===== src/rtl/prog_sequencer.sv =====
// Fetch sequencer: program counter, Start/Ack run handshake, entry selection, stall, run counters.
// Optional watchdog enabled by defining SEQ_WATCHDOG_EN.
module prog_sequencer #(
  parameter int PC_W        = 10,
  parameter int OFS_W       = 8,
  parameter int NUM_PROGS   = 3,
  parameter int PROG_STRIDE = 256,
  parameter int CNT_W       = 16,
  parameter int WDOG_CYCLES = 4096,
  localparam int SEL_W      = (NUM_PROGS > 1) ? $clog2(NUM_PROGS) : 1
) (
  input  logic             Clk,
  input  logic             Reset,
  input  logic             Start,
  input  logic [SEL_W-1:0] ProgSel,
  input  logic             Halt,
  input  logic             BranchEn,
  input  logic             BranchSrc,
  input  logic [PC_W-1:0]  LUTTarget,
  input  logic [OFS_W-1:0] RegOffset,
  input  logic             Stall,
  output logic [PC_W-1:0]  ProgCtr,
  output logic             Busy,
  output logic             Ack,
  output logic [CNT_W-1:0] CycleCt,
  output logic [CNT_W-1:0] InstrCt,
  output logic             Timeout
);

  typedef enum logic [1:0] {IDLE = 2'd0, ARM = 2'd1, RUN = 2'd2, DONE = 2'd3} state_t;

  state_t           state_q, state_d;
  logic [PC_W-1:0]  pc_q, pc_d;
  logic [CNT_W-1:0] cyc_q, cyc_d;
  logic [CNT_W-1:0] ins_q, ins_d;
  logic             busy_q, busy_d;
  logic             ack_q, ack_d;
  logic             wdog_hit_s;
  logic [PC_W-1:0]  entry_s;
  logic [PC_W-1:0]  rel_target_s;

  // Out-of-range selects fall back to entry 0; product is truncated to PC width.
  function automatic logic [PC_W-1:0] entry_of(input logic [SEL_W-1:0] sel);
    logic [31:0] prod;
    if (32'(sel) >= 32'(NUM_PROGS)) begin
      prod = 32'd0;
    end else begin
      prod = 32'(sel) * 32'(PROG_STRIDE);
    end
    return prod[PC_W-1:0];
  endfunction

  function automatic logic [CNT_W-1:0] sat_inc(input logic [CNT_W-1:0] c);
    if (&c) begin
      return c;
    end else begin
      return c + CNT_W'(1);
    end
  endfunction

  assign entry_s      = entry_of(ProgSel);
  assign rel_target_s = pc_q + PC_W'($signed(RegOffset));

`ifdef SEQ_WATCHDOG_EN
  localparam int WD_W = $clog2(WDOG_CYCLES + 1);
  logic [WD_W-1:0] wd_q, wd_d;
  logic            to_q, to_d;

  assign wdog_hit_s = (state_q == RUN) && (wd_q == WD_W'(WDOG_CYCLES - 1));

  always_comb begin
    wd_d = '0;
    to_d = to_q;
    if (state_q == RUN) begin
      wd_d = wd_q + WD_W'(1);
    end else begin
      wd_d = '0;
    end
    if ((state_q == IDLE || state_q == DONE) && Start) begin
      to_d = 1'b0;
    end else if (wdog_hit_s) begin
      to_d = 1'b1;
    end else begin
      to_d = to_q;
    end
  end

  always_ff @(posedge Clk or posedge Reset) begin
    if (Reset) begin
      wd_q <= '0;
      to_q <= 1'b0;
    end else begin
      wd_q <= wd_d;
      to_q <= to_d;
    end
  end

  assign Timeout = to_q;
`else
  assign wdog_hit_s = 1'b0;
  assign Timeout    = 1'b0;
`endif

  always_comb begin
    state_d = state_q;
    pc_d    = pc_q;
    cyc_d   = cyc_q;
    ins_d   = ins_q;
    case (state_q)
      IDLE, DONE: begin
        if (Start) begin
          state_d = ARM;
          pc_d    = entry_s;
          cyc_d   = '0;
          ins_d   = '0;
        end else begin
          state_d = state_q;
        end
      end
      ARM: begin
        if (Start) begin
          pc_d = entry_s;
        end else begin
          state_d = RUN;
        end
      end
      RUN: begin
        cyc_d = sat_inc(cyc_q);
        if (Stall) begin
          pc_d = pc_q;
        end else if (Halt) begin
          state_d = DONE;
          ins_d   = sat_inc(ins_q);
        end else if (BranchEn && !BranchSrc) begin
          pc_d  = LUTTarget;
          ins_d = sat_inc(ins_q);
        end else if (BranchEn) begin
          pc_d  = rel_target_s;
          ins_d = sat_inc(ins_q);
        end else begin
          pc_d  = pc_q + PC_W'(1);
          ins_d = sat_inc(ins_q);
        end
        // A watchdog expiry freezes the PC unless the run is halting normally this cycle.
        if (wdog_hit_s && state_d == RUN) begin
          state_d = DONE;
          pc_d    = pc_q;
          ins_d   = ins_q;
        end else begin
          state_d = state_d;
        end
      end
      default: state_d = IDLE;
    endcase
    busy_d = (state_d == RUN);
    ack_d  = (state_d == DONE);
  end

  always_ff @(posedge Clk or posedge Reset) begin
    if (Reset) begin
      state_q <= IDLE;
      pc_q    <= '0;
      cyc_q   <= '0;
      ins_q   <= '0;
      busy_q  <= 1'b0;
      ack_q   <= 1'b0;
    end else begin
      state_q <= state_d;
      pc_q    <= pc_d;
      cyc_q   <= cyc_d;
      ins_q   <= ins_d;
      busy_q  <= busy_d;
      ack_q   <= ack_d;
    end
  end

  assign ProgCtr = pc_q;
  assign Busy    = busy_q;
  assign Ack     = ack_q;
  assign CycleCt = cyc_q;
  assign InstrCt = ins_q;

endmodule

===== config.mk =====
export PLATFORM = sky130hd
export DESIGN_NAME = prog_sequencer
export DESIGN_NICKNAME = d
export VERILOG_FILES = /design/src/rtl/prog_sequencer.sv
export SDC_FILE = /design/constraint.sdc
export NUM_CORES = 1
export LEC_CHECK = 0
export CORE_ASPECT_RATIO = 2
export CORE_MARGIN = 4
export CORE_UTILIZATION = 45
export CTS_CLUSTER_SIZE = 28
export DETAILED_ROUTE_END_ITERATION = 7
export PLACE_DENSITY = 0.8
export SETUP_SLACK_MARGIN = 0.05
export SLEW_MARGIN = 0
export SYNTH_ARGS = -nofsm -noshare
export SYNTH_HDL_FRONTEND = slang
export SYNTH_SLANG_ARGS = --single-unit

===== constraint.sdc =====
create_clock -name Clk -period 5.1 [get_ports Clk]
set_clock_uncertainty 0.1 [all_clocks]
set_input_delay 1.53 -clock Clk [delete_from_list [all_inputs] [get_ports Clk]]
set_output_delay 1.53 -clock Clk [all_outputs]
set_load 0.005 [all_outputs]

==> flow_summary_export.csv <==
group,metric,value,unit
status,status,"completed",
logic_synthesis,syn_nets,375,
clock_network,clk_latency,0.29,ns
final_layout,design_area,3904,um^2
placed_design,dpl_cell_area,3735,um^2
placed_design,portBuffers,70,
power,clock_power_share,34.7,%
clock_network,clk_pin_slew,0.07,ns
clock_network,cts.sinks,46,
power,p_sw,0.0003250,W
logic_synthesis,synth-seq-area-share,38.67,%
final_layout,drive_gt1_share,4.500,%
sta,relSlewSlack,35.34,%
placed_design,hpwlAfterDp,5.646,mm
clock_network,cts_tree,"yes",
die,start_util,46.79,%
logic_synthesis,synth_seq_cells,46,
logic_synthesis,synth_common_cells,"46 x dfrtp_1, 31 x nand2_1, 30 x nor2_1, 29 x o21ai_0, 21 x a21oi_1",
clock_network,post_cts_resized,0,
die,die_y,123.0,um
route,ant_nets,0,
sta,worstMarginPinSlew,0.9684,ns
final_layout,area_delta_synth_final,31.15,%
logic_synthesis,syn-instance-count,334,
logic_synthesis,yosys.area.top_type,"dfrtp_1",
final_layout,diodes,0,
route,vias,2738,
final_layout,nets,441,
setup_path,cp.required,5.17,ns
die,core_area,6361,um^2
route,routed_wl,7.454,mm
clock_network,cts_buffers,5,
setup_path,cp_max_fo,12,
power,intPower,0.0007691,W
grt,grt_pass1_vias,2748,
route,drc,0,
logic_synthesis,yosysMostFrequentCell,"dfrtp_1",
route,first_pass_iters,4,
setup_path,endpoint_kind,"register",
grt,antenna_found_initial,0,
setup_path,r2r_slack,2.40,ns
clock_network,hold_buffers,0,
logic_synthesis,synth_area_per_cell,8.912,um^2
logic_synthesis,synth-edff-count,0,
clock_network,post-cts-setup-buffers,0,
logic_synthesis,synthesis.area,2977,um^2
logic_synthesis,async_reset_ff_share,100.0,%
grt,grt_max_degree,47,
die,fp-row-count,41,
sta,hold_viol,0,
logic_synthesis,synth.top_cell.area_share,38.67,%
job,drv_cap,0,
sta,min_period,3.850,ns
power,power_leakage,1.648,nW
logic_synthesis,yosys_warnings,0,
sta,tns,0,ns
route,via_per_inst,5.634,
grt,grt_pass1_wl,12.10,mm
min_path,hold_class,"register to register",
die,ioPinCount,72,
power,power_density,280.3,nW/um^2
power,total_power,0.001094,W
logic_synthesis,synth_flop_cell,"dfrtp_1",
placed_design,dpl.cell_count,479,
sta,finalMaxSlewViolations,0,
route,drt_iter0_markers,160,
setup_path,cp.arrival,3.92,ns
power,p_comb_share,26.9,%
setup_path,start_kind,"input pin",
logic_synthesis,yosysUniqueCellTypes,54,
power,seqPwrFrac,38.4,%
placed_design,place_congestion,0.8895,
grt,grt_overflow,0,
power,switching_share,29.70,%
sta,fin_crit_sh,75.50,%
sta,rsz0062_at_grt,"false",
die,die_x,65.51,um
logic_synthesis,yosys-top-cells-area,"dfrtp_1 39%, ha_1 5.5%, xnor2_1 5.3%",
clock_network,clockBufferDepth,2,
route,wl_per_cell,15.34,um
power,ir_worst_vdd,0.0002100,V
grt,grt_use_total,19.38,%
sta,max_freq,259.7,MHz
die,die-area,8059,um^2
clock_network,cts-root-buf,"clkbuf_16",
final_layout,final_cells,486,
sta,finalSetupViolCount,0,
setup_path,critical_path_class,"input pin to register",
clock_network,htree_levels,2,
[area by class of cell]
type                    instances  area, um^2
fillers                       593        2457
multi-input cells             264        1719
flip-flops and latches         46        1151
repair buffers                 72       715.7
clock buffers                   6       138.9
well taps                      86       107.6
inverters                      11       41.29
clock inverters                 1       30.03
[sequential cells by signal, indices dropped and copies added (netlist names)]
signal,flops
CycleCt,16
InstrCt,16
ProgCtr,10
state_q,2
Ack,1
Busy,1
[critical path, cell delays in order]
cell,delay [ns]
clkdlybuf4s50_1,0.69
and2_1,0.27
ha_1,0.32
a21oi_1,0.24
nand2b_1,0.11
o311a_1,0.30
o21ai_0,0.10
mux2_2,0.35
[layer usage]
metal	share of wire, %	global-route usage, %
met5	0	0
met4	2.3	9.351
met3	3.8	3.182
met2	57	37.14
met1	37	19.60
[power groups by stage]
stage	Sequential (W)	Combinational (W)	Clock [W]
after floorplan	0.000423	0.000182	0
after global placement	0.000425	0.000288	0
after detailed placement	0.000426	0.000296	0
after CTS	0.000420	0.000297	0.000384
after global routing	0.000424	0.000327	0.000398
final	0.000420	0.000295	0.000379
[cells by family (layout without fill, tap and decap cells)]
family,after synthesis,after routing,synth area share [%]
compound gates,83,83,17.82
flops,46,46,38.67
fa+ha+maj,14,14,6.137
simple gates,132,132,23.20
xor+xnor,28,28,8.239
buf+inv,24,90,3.573
other cells,1,1,0.1260
mux,6,6,2.228
[cells in the final DEF, fill, tap and decap left out, drive strengths merged, types with 3 or more instances in the layout]
master	Yosys	final
inv	11	11
nand4	7	7
a21oi	21	21
nand2	31	31
mux2i	4	4
clkbuf	6	6
dfrtp	46	46
nor3	4	4
ha	13	13
clkdlybuf4s50	0	70
o21ai	29	29
and4	4	4
xor2	10	10
a22oi	4	4
and2	12	12
or3	5	5
and3	8	8
nand3	12	12
a211oi	9	9
nor4	3	3
xnor2	18	18
nand2b	6	6
nor2	30	30
[final timing paths]
path / start / to / cells after the start
max: BranchEn / ProgCtr[9] / 8
min: ProgCtr[2] / ProgCtr[2] / 2
max reg2reg: state_q[0] / ProgCtr[9] / 7
min reg2reg: ProgCtr[2] / ProgCtr[2] / 2
max in group asynchronous: Reset / CycleCt[9] / 2
min in group asynchronous: Reset / CycleCt[6] / 2
[metrics by stage]
stage,hold WS [ns],setup slack (ns),utilization (%)
after floorplan,0.4005,1.664,-
after global placement,0.4070,1.068,58.71
after detailed placement,0.4241,0.9932,58.71
after CTS,0.4379,1.292,61.37
after global routing,0.4661,1.088,61.37
final,0.4300,1.250,61.37
Note: power is estimated with default switching activity, not from simulation.
